### config.mk
export PLATFORM = sky130hd
export DESIGN_NAME = gb_timer_flat
export DESIGN_NICKNAME = d
export VERILOG_FILES = /design/src/rtl/gb_timer_if.sv /design/src/rtl/gb_timer.sv /design/src/flat_wrapper.sv
export SDC_FILE = /design/constraint.sdc
export NUM_CORES = 1
export LEC_CHECK = 0
export BUFFER_PORTS_ARGS = -buffer_cell sky130_fd_sc_hd__buf_2
export CAP_MARGIN = 30
export CORE_ASPECT_RATIO = 2
export CORE_MARGIN = 3
export CORE_UTILIZATION = 52
export CTS_CLUSTER_SIZE = 30
export DETAILED_ROUTE_END_ITERATION = 8
export PLACE_DENSITY = 0.75
export RECOVER_POWER = 100
export SLEW_MARGIN = 30
export SYNTH_ARGS = -nofsm -noshare
export SYNTH_HDL_FRONTEND = slang
export SYNTH_SLANG_ARGS = --single-unit
### constraint.sdc
create_clock -name clk -period 3.2 [get_ports clk]
set_input_delay 0.32 -clock clk [delete_from_list [all_inputs] [get_ports clk]]
set_output_delay 0.32 -clock clk [all_outputs]
set_load 0.02 [all_outputs]
### src/rtl/gb_timer_if.sv
// CPU data-bus slave interface for the memory-mapped timer.
// Fields: addr, wdata, read_en, write_en from the CPU; rdata back.
interface GB_Bus_if;
    logic [15:0] addr;
    logic [7:0]  wdata;
    logic        read_en;
    logic        write_en;
    logic [7:0]  rdata;

    modport Slave_side (
        input  addr,
        input  wdata,
        input  read_en,
        input  write_en,
        output rdata
    );

    modport Master_side (
        output addr,
        output wdata,
        output read_en,
        output write_en,
        input  rdata
    );
endinterface

### src/rtl/gb_timer.sv
// Game Boy DIV/TIMA/TMA/TAC timer at FF04-FF07, one clk per T-cycle.
// Ports: clk, reset (sync, active-high), bus (GB_Bus_if.Slave_side),
// timer_req (one-clk IF bit 2 pulse), apu_div_tick (only when
// GB_TIMER_APU_DIV_TICK_EN is defined: 512 Hz frame-sequencer pulse).
module gb_timer #(
    parameter logic [15:0] DIV_RESET_VALUE = 16'h0000
) (
    input  logic           clk,
    input  logic           reset,
    GB_Bus_if.Slave_side   bus,
    output logic           timer_req
`ifdef GB_TIMER_APU_DIV_TICK_EN
    ,
    output logic           apu_div_tick
`endif
);

    localparam logic [1:0] RUN       = 2'd0;
    localparam logic [1:0] OVF_DELAY = 2'd1;
    localparam logic [1:0] RELOAD    = 2'd2;

    logic [15:0] sys_cnt;
    logic [15:0] sys_next;
    logic [7:0]  tima;
    logic [7:0]  tima_inc;
    logic [7:0]  tma;
    logic [7:0]  tma_next;
    logic [2:0]  tac;
    logic [2:0]  tac_next;
    logic [1:0]  state;
    logic [1:0]  dly;
    logic        tick_q;
    logic        tick_now;
    logic        tap;
    logic        inc;
    logic        ovf;

    logic        wr_div;
    logic        wr_tima;
    logic        wr_tma;
    logic        wr_tac;
    logic        rd_div;
    logic        rd_tima;
    logic        rd_tma;
    logic        rd_tac;

    always_comb begin
        wr_div  = bus.write_en && (bus.addr == 16'hFF04);
        wr_tima = bus.write_en && (bus.addr == 16'hFF05);
        wr_tma  = bus.write_en && (bus.addr == 16'hFF06);
        wr_tac  = bus.write_en && (bus.addr == 16'hFF07);
        rd_div  = bus.read_en && (bus.addr == 16'hFF04);
        rd_tima = bus.read_en && (bus.addr == 16'hFF05);
        rd_tma  = bus.read_en && (bus.addr == 16'hFF06);
        rd_tac  = bus.read_en && (bus.addr == 16'hFF07);
    end

    // Edge detection compares the tap as it will be after this edge
    // against the tap as it is now, so DIV and TAC writes that drop
    // the tap produce an increment on the same edge as the write.
    always_comb begin
        sys_next = wr_div ? 16'h0000 : sys_cnt + 16'd1;
        tac_next = wr_tac ? bus.wdata[2:0] : tac;
        tma_next = wr_tma ? bus.wdata : tma;
        tap      = 1'b0;
        unique case (tac_next[1:0])
            2'b00: tap = sys_next[9];
            2'b01: tap = sys_next[3];
            2'b10: tap = sys_next[5];
            2'b11: tap = sys_next[7];
            default: tap = 1'b0;
        endcase
        tick_now = tap & tac_next[2];
        inc      = tick_q & ~tick_now;
        tima_inc = tima + 8'd1;
        ovf      = inc && (tima == 8'hFF);
    end

    always_ff @(posedge clk) begin
        if (reset) begin
            sys_cnt   <= DIV_RESET_VALUE;
            tima      <= 8'h00;
            tma       <= 8'h00;
            tac       <= 3'b000;
            state     <= RUN;
            dly       <= 2'd0;
            tick_q    <= 1'b0;
            timer_req <= 1'b0;
        end else begin
            sys_cnt   <= sys_next;
            tac       <= tac_next;
            tma       <= tma_next;
            tick_q    <= tick_now;
            timer_req <= 1'b0;
            unique case (state)
                RUN: begin
                    if (wr_tima) begin
                        tima <= bus.wdata;
                    end else if (inc) begin
                        tima <= tima_inc;
                        if (ovf) begin
                            state <= OVF_DELAY;
                            dly   <= 2'd3;
                        end
                    end
                end
                OVF_DELAY: begin
                    if (wr_tima) begin
                        // CPU write cancels the pending reload/irq
                        tima  <= bus.wdata;
                        state <= RUN;
                    end else if (dly == 2'd0) begin
                        tima      <= tma_next;
                        timer_req <= 1'b1;
                        state     <= RELOAD;
                    end else begin
                        dly <= dly - 2'd1;
                        if (inc) begin
                            tima <= tima_inc;
                            if (ovf) begin
                                dly <= 2'd3;
                            end
                        end
                    end
                end
                RELOAD: begin
                    // TIMA writes are dropped; TMA writes land in both
                    state <= RUN;
                    if (wr_tma) begin
                        tima <= bus.wdata;
                    end else if (inc) begin
                        tima <= tima_inc;
                        if (ovf) begin
                            state <= OVF_DELAY;
                            dly   <= 2'd3;
                        end
                    end
                end
                default: begin
                    state <= RUN;
                end
            endcase
        end
    end

`ifdef GB_TIMER_APU_DIV_TICK_EN
    always_ff @(posedge clk) begin
        if (reset) begin
            apu_div_tick <= 1'b0;
        end else begin
            apu_div_tick <= sys_cnt[12] & ~sys_next[12];
        end
    end
`endif

    always_comb begin
        bus.rdata = 8'h00;
        unique case (1'b1)
            rd_div:  bus.rdata = sys_cnt[15:8];
            rd_tima: bus.rdata = tima;
            rd_tma:  bus.rdata = tma;
            rd_tac:  bus.rdata = {5'b11111, tac};
            default: bus.rdata = 8'h00;
        endcase
    end

endmodule

### src/flat_wrapper.sv
// flat-port wrapper written by rule: the top's interface ports become plain ports
module gb_timer_flat 
#(
    parameter logic [15:0] DIV_RESET_VALUE = 16'h0000
)
  (clk, reset, timer_req, bus_addr, bus_wdata, bus_read_en, bus_write_en, bus_rdata);
  GB_Bus_if bus_i ();
  input  logic clk;
  input  logic reset;
  output logic timer_req;
  input wire logic [$bits(bus_i.addr)-1:0] bus_addr;
  input wire logic [$bits(bus_i.wdata)-1:0] bus_wdata;
  input wire logic [$bits(bus_i.read_en)-1:0] bus_read_en;
  input wire logic [$bits(bus_i.write_en)-1:0] bus_write_en;
  output wire logic [$bits(bus_i.rdata)-1:0] bus_rdata;
  assign bus_i.addr = bus_addr;
  assign bus_i.wdata = bus_wdata;
  assign bus_i.read_en = bus_read_en;
  assign bus_i.write_en = bus_write_en;
  assign bus_rdata = bus_i.rdata;
  gb_timer #(.DIV_RESET_VALUE(DIV_RESET_VALUE)) u_core (.clk(clk), .reset(reset), .bus(bus_i), .timer_req(timer_req));
endmodule
### After elaboration in Yosys (flattened, before gate mapping)

Cells that the tools add are included.
Widths: inputs -> output; s select.

* $lt $le $gt $ge: 0
* reductions and logical operators: 17
* mux-type cells: 30
* bitwise operators: 4
* div/mod/pow operators: 0
* $mul: 0
* add/subtract/negate cells: 3
* eq/ne operators: 17
* shift operators: 0

Operators with widths (number)
* $eq 16x16->1 const B: 4
* $mux 8: 6
* $pmux 8 s4: 1
* $mux 2: 15
* $pmux 8 s3: 1
* $add 16x1->16 const B: 1
* $pmux 2 s3: 2
* $mux 10: 1
* $logic_and 1x1->1: 9
* $add 8x1->8 const B: 1
* $eq 8x8->1 const B: 1
* $ne 2x2->1 const B: 4
* $eq 2x2->1 const B: 3
* $logic_not 2->1: 3
* $reduce_and 5->1: 1
* $eq 2x1->1 const B: 2
* $ne 2x1->1 const B: 2
* $pmux 1 s4: 1
* $reduce_and 4->1: 1
* $mux 3: 1
* $ne 3x1->1 const B: 1
* $reduce_bool 3->1: 1
* $reduce_or 3->1: 1
* $and 1x1->1: 2
* 4 further kinds: 6

* latch bits: 0
* memories kept: 0
* output and inout bits: 9
* ROM bits: 0
* RAM bits: 0
* register bits: 41

### Logic depth before layout (Yosys ltp)

* word-level depth: 14
* mapped depth: 11

### Least setup slack after synthesis

Ideal clock, no wire load.

* path kind: input-to-reg
* from: input bus_addr[5]
* to: register u_core.state[0]
* stages: 9
* path slack: 0.088 ns
* arrival: 3.041 ns
* library setup time: 0.071 ns
* path buffers: 0
* path through: or4_4 > or4_4 > or3_4 > a31oi_1 > a21oi_1 > o22ai_2 > nand4_2 > or4_1 > a21oi_1

* word-level cells in the longest chain between the ends: 13
* elaborated cells on any way between the ends: 29
* classes of those cells: eq/ne (11); mux (8); bitwise (3); reduce/logical (7)

RTL lines
* from (decl): line flat_wrapper.sv:11 `input wire logic [$bits(bus_i.addr)-1:0] bus_addr;`
* $eq 16x16->1: line gb_timer.sv:51 `wr_tac = bus.write_en && (bus.addr == 16'hFF07);`
* $logic_and 1x1->1: line gb_timer.sv:51
* $mux 3: line gb_timer.sv:63 `tac_next = wr_tac ? bus.wdata[2:0] : tac;`
* $eq 2x2->1, or another cell as far along: line gb_timer.sv:66 `unique case (tac_next[1:0])`
* $pmux 1 s4: line gb_timer.sv:66
* $and 1x1->1: line gb_timer.sv:73 `tick_now = tap & tac_next[2];`
* $not 1->1: line gb_timer.sv:74 `inc = tick_q & ~tick_now;`
* $and 1x1->1: line gb_timer.sv:74
* $logic_and 1x1->1: line gb_timer.sv:76 `ovf = inc && (tima == 8'hFF);`
* $mux 1: line gb_timer.sv:133 `if (ovf) begin`
* $mux 2: line gb_timer.sv:131 `end else if (inc) begin`
* $mux 2: line gb_timer.sv:129 `if (wr_tma) begin`
* $pmux 2 s3: line gb_timer.sv:95 `unique case (state)`
* to (signal assigned): line gb_timer.sv:102 `state <= OVF_DELAY;`
* to (signal assigned): line gb_timer.sv:128 `state <= RUN;`
* to (signal assigned): line gb_timer.sv:134 `state <= OVF_DELAY;`
* to (decl): line gb_timer.sv:30 `logic [1:0] state;`

Several ways; a longest one is shown, not always the timed one.
A chain may end at the register's enable or synchronous reset.

### Final worst setup path

* from: input bus_addr[5]
* to: register u_core.state[1]

* word-level cells in the longest chain between the ends: 11
* elaborated cells on any way between the ends: 27
* classes of those cells: eq/ne (11); mux (6); bitwise (3); reduce/logical (7)

RTL lines
* $eq 16x16->1: line gb_timer.sv:51
* $logic_and 1x1->1: line gb_timer.sv:51
* $mux 3: line gb_timer.sv:63
* $eq 2x2->1, or another cell as far along: line gb_timer.sv:66
* $pmux 1 s4: line gb_timer.sv:66
* $and 1x1->1: line gb_timer.sv:73
* $not 1->1: line gb_timer.sv:74
* $and 1x1->1: line gb_timer.sv:74
* $logic_and 1x1->1: line gb_timer.sv:76
* $ne 2x1->1 (no line)
* $reduce_and 4->1 (no line)
* to (signal assigned): line gb_timer.sv:85 `state <= RUN;`
* to (signal assigned): line gb_timer.sv:102
* to (signal assigned): line gb_timer.sv:111 `state <= RUN;`

Several ways; a longest one is shown, not always the timed one.

==> results by group <==
Synthesis
  • Distinct cell type count of the synthesized netlist: 59
  • Most common flop cell mapped by yosys: dfxtp_1
  • Total nets after synthesis: 375
  • Number of warnings reported in the yosys synthesis log: 0
  • Proportion of synthesized flip-flops having asynchronous set or reset: 0%
  • Most area-consuming cells after synthesis: dfxtp_1 31%, nand2_1 6.1%, nor2_1 5.8%
  • Register bit total from synthesis: roughly 40
  • Cell type with the largest total area after synthesis: dfxtp_1
  • Part of the Yosys area used for sequential elements: 31.1%
  • Mean post-synth cell area: 7.76 um^2
  • Instance count of the mapped netlist: 340
  • Fraction of synthesized cell area taken by the top area cell type: 31.1%
  • Netlist Area Pre-Place: 2640 um^2
  • Post-synth EDFFs: 0

Clock network
  • Reg clk slew, reported paths: approximately 90 ps
  • Clock tree from TritonCTS: yes
  • Number of buffers created by CTS: 5
  • Count of hold buffers inserted by post-cts repair: 0
  • Maximum root-to-sink buffer count: 2
  • CTS-repair resized insts: 0
  • Number of clock sinks: 41
  • # Post-CTS Setup Buffers: 0
  • Clock root buffer: clkbuf_8
  • H-tree levels: 2
  • Worst-Skew Late Latency: 310 ps

Worst setup path
  • Startpoint type of the worst setup path: primary input
  • Data required time at the worst endpoint: 3440 ps
  • Critical path data arrival time: 3310 ps
  • Max Fanout on Critical Path: 5
  • CP endpoint kind: flop
  • Worst Setup Path Type: primary input to flop

Detailed routing
  • Post-route DRC: 0
  • Post-DR vias/cell: 6.30
  • Wirelength per Cell: between 15 and 20 um
  • Detailed-routing iteration count for the pre-antenna-repair pass: 4
  • Antenna viol nets, final: 0
  • DRC violation total after the first TritonRoute iteration: 75
  • Drt total wl: 7340 um
  • Total vias in the final route: 2771

Place
  • Detailed Place HPWL: 5600 um
  • Count of input and output buffers: 36
  • Global placement routability congestion: approximately 0.96

STA
  • Maximum clock rate: 326 MHz
  • Setup repair after global routing missed its margin: false
  • Final count of hold timing violations: 0
  • Slew @ Worst Pin: 724 ps
  • Remaining max-slew budget at the tightest pin: 51.6%
  • Final-report setup violation count: 0
  • Post-layout minimum cycle time: 3070 ps
  • Worst clock skew on the final layout: 10.6 ps
  • Final Max Tran Viols: 0
  • Post-route clock period utilization: 95.9%

Power
  • Reported net switching power: 247 uW
  • Pwr Density: 314 nW/um^2
  • Final Power: 943 uW
  • Sw Share: 26.2%
  • Pleak: 1.09 nW
  • Comb pwr share: 7.1%
  • Internal cell power: 696 uW
  • Peak supply drop: 0.000316 V
  • Part of the power in registers: 54.7%
  • Portion of total power attributed to the clock network: 38.2%

Final layout
  • Area delta synth->final: 13.7%
  • Final #Nets: 417
  • Utilization of the core after routing: about three fifths
  • Diode count: 0
  • Filler Cells Inserted: 469
  • Fraction of final layout cells with drive strength greater than 1: 15.9%

Floorplanning
  • Overall die area: 6020 um^2
  • Standard-cell rows: 36
  • Placeable core region: about 4900 um^2
  • Top-Level Pins: 37
  • Effective utilization at floorplan: 53.7%
  • Die X: 56.4 um
  • Die Y-Extent: 107 um

Global route
  • Largest net degree at the start of global routing: 27
  • First-pass GRT wire length: 12400 um
  • Combined global-route utilization of all metal layers: 25.6%
  • Via count of the first global-routing pass: 2783
  • Initial antenna violation count: 0
  • Overflow left after global routing: 0

Outcome
  • Run status: finished clean

Job
  • Max Cap Violations: 0

Worst hold path
  • Path category of the worst min-delay check: primary input to flop
-- logic make-up after synthesis --
family / synth area share (%)
AO/OA/AOI/OAI: 23.1
buffers and inverters: 4.08
multiplexers: 6.26
XOR/XNOR: 4.98
AND/OR/NAND/NOR: 27.1
adder cells (fa/ha/maj): 3.32
flip-flops: 31.1
-- cells in the mapped netlist, drive strengths merged, types with 2 or more instances --
cell type / n
nand4b: 2
o21ai: 15
or3: 2
nor2b: 4
nor2: 41
mux2: 6
nand3: 12
nand2b: 4
xnor2: 9
nand4: 7
o31ai: 2
nor3b: 2
a211oi: 5
o21a: 2
a21oi: 30
o32ai: 3
o2bb2ai: 2
o211ai: 2
and3: 6
a22o: 3
dfxtp: 41
a21o: 3
nor3: 4
a31oi: 3
mux2i: 3
nor4: 2
o22ai: 9
or4: 3
xor2: 6
ha: 7
and2: 8
mux4: 3
buf: 3
inv: 11
nand2: 43
a221oi: 5
clkbuf: 13
-- worst max-delay path, cell delays in order --
cell and delay, ps:
buf_2 90, or4_4 520, or4_4 520, or3_4 360
a31oi_1 180, a21oi_1 100, o22ai_2 320, nand4_2 210
and2_0 230, or3_1 300, a21oi_1 130
-- placed cells by master, fill, tap and decap left out, drive strengths merged, types with 8 or more instances in the layout --
cell type	instances
clkbuf	19
nor2	41
o22ai	9
a21oi	30
nand3	12
inv	12
nand2	43
and2	8
o21ai	15
xnor2	9
dfxtp	41
buf	37
-- through the flow --
stage	hold slack, ps	setup WS (ps)	area [um^2]	std cells	setup TNS (ps)
after CTS	269	171	3030	440	0
after detailed placement	452	-147	2940	432	-706
final	267	132	3000	440	0
after global routing	275	27.3	3000	440	0
after floorplan	426	88.1	2640	340	0
after global placement	447	-65.4	2940	432	-166
-- registers in the layout (all words and copies together) (netlist names) --
register,count
u_core.tma,8
u_core.dly,2
u_core.timer_req,1
u_core.tac,3
u_core.state,2
u_core.tima,8
u_core.tick_q,1
u_core.sys_cnt,16
-- power groups by stage --
stage	logic [mW]	registers, mW	clock network, mW
2_1_floorplan	0.0351	0.527	0
3_3_place_gp	0.0654	0.528	0
3_5_place_dp	0.0671	0.528	0
4_1_cts	0.0675	0.516	0.362
5_1_grt	0.0743	0.516	0.382
6_report	0.0668	0.516	0.360
-- metal layers --
| metal | share of wire [%] | vias up | global-route usage [%] | wire length (um) |
|---|---|---|---|---|
| li1 | - | 1316 | - | - |
| met1 | 35 | 1322 | 26.5 | 2590 |
| met2 | 55 | 102 | 46.1 | 4030 |
| met3 | 5.2 | 31 | 4.22 | 381 |
| met4 | 4.6 | 0 | 16.3 | 340 |
| met5 | 0 | - | 0 | 0 |
-- area by class of cell --
| cell class | instances | area, um^2 | area share, % |
|---|---|---|---|
| multi-input combinational | 271 | 1710 | 57.0 |
| sequential | 41 | 821 | 27.4 |
| timing repair buffer | 51 | 262 | 8.72 |
| tap | 57 | 71.3 | 2.38 |
| clock buffer | 5 | 68.8 | 2.29 |
| inverter | 12 | 45.0 | 1.50 |
| clock inverter | 3 | 21.3 | 0.709 |
-- final timing paths --
check                                                   from  depth (start not counted)  slack [ps]                      endpoint
worst max-delay path                             bus_addr[5]                         11         130  u_core.state[1]$_SDFFE_PP0P_
worst min-delay path                            bus_wdata[6]                          3         270      u_core.tma[6]$_SDFF_PP0_
worst max register to register  u_core.sys_cnt[0]$_SDFF_PP0_                         10         470   u_core.tima[1]$_SDFFE_PP0N_
worst min register to register  u_core.sys_cnt[0]$_SDFF_PP0_                          1         470  u_core.sys_cnt[0]$_SDFF_PP0_
(Power assumes the default switching activity.)
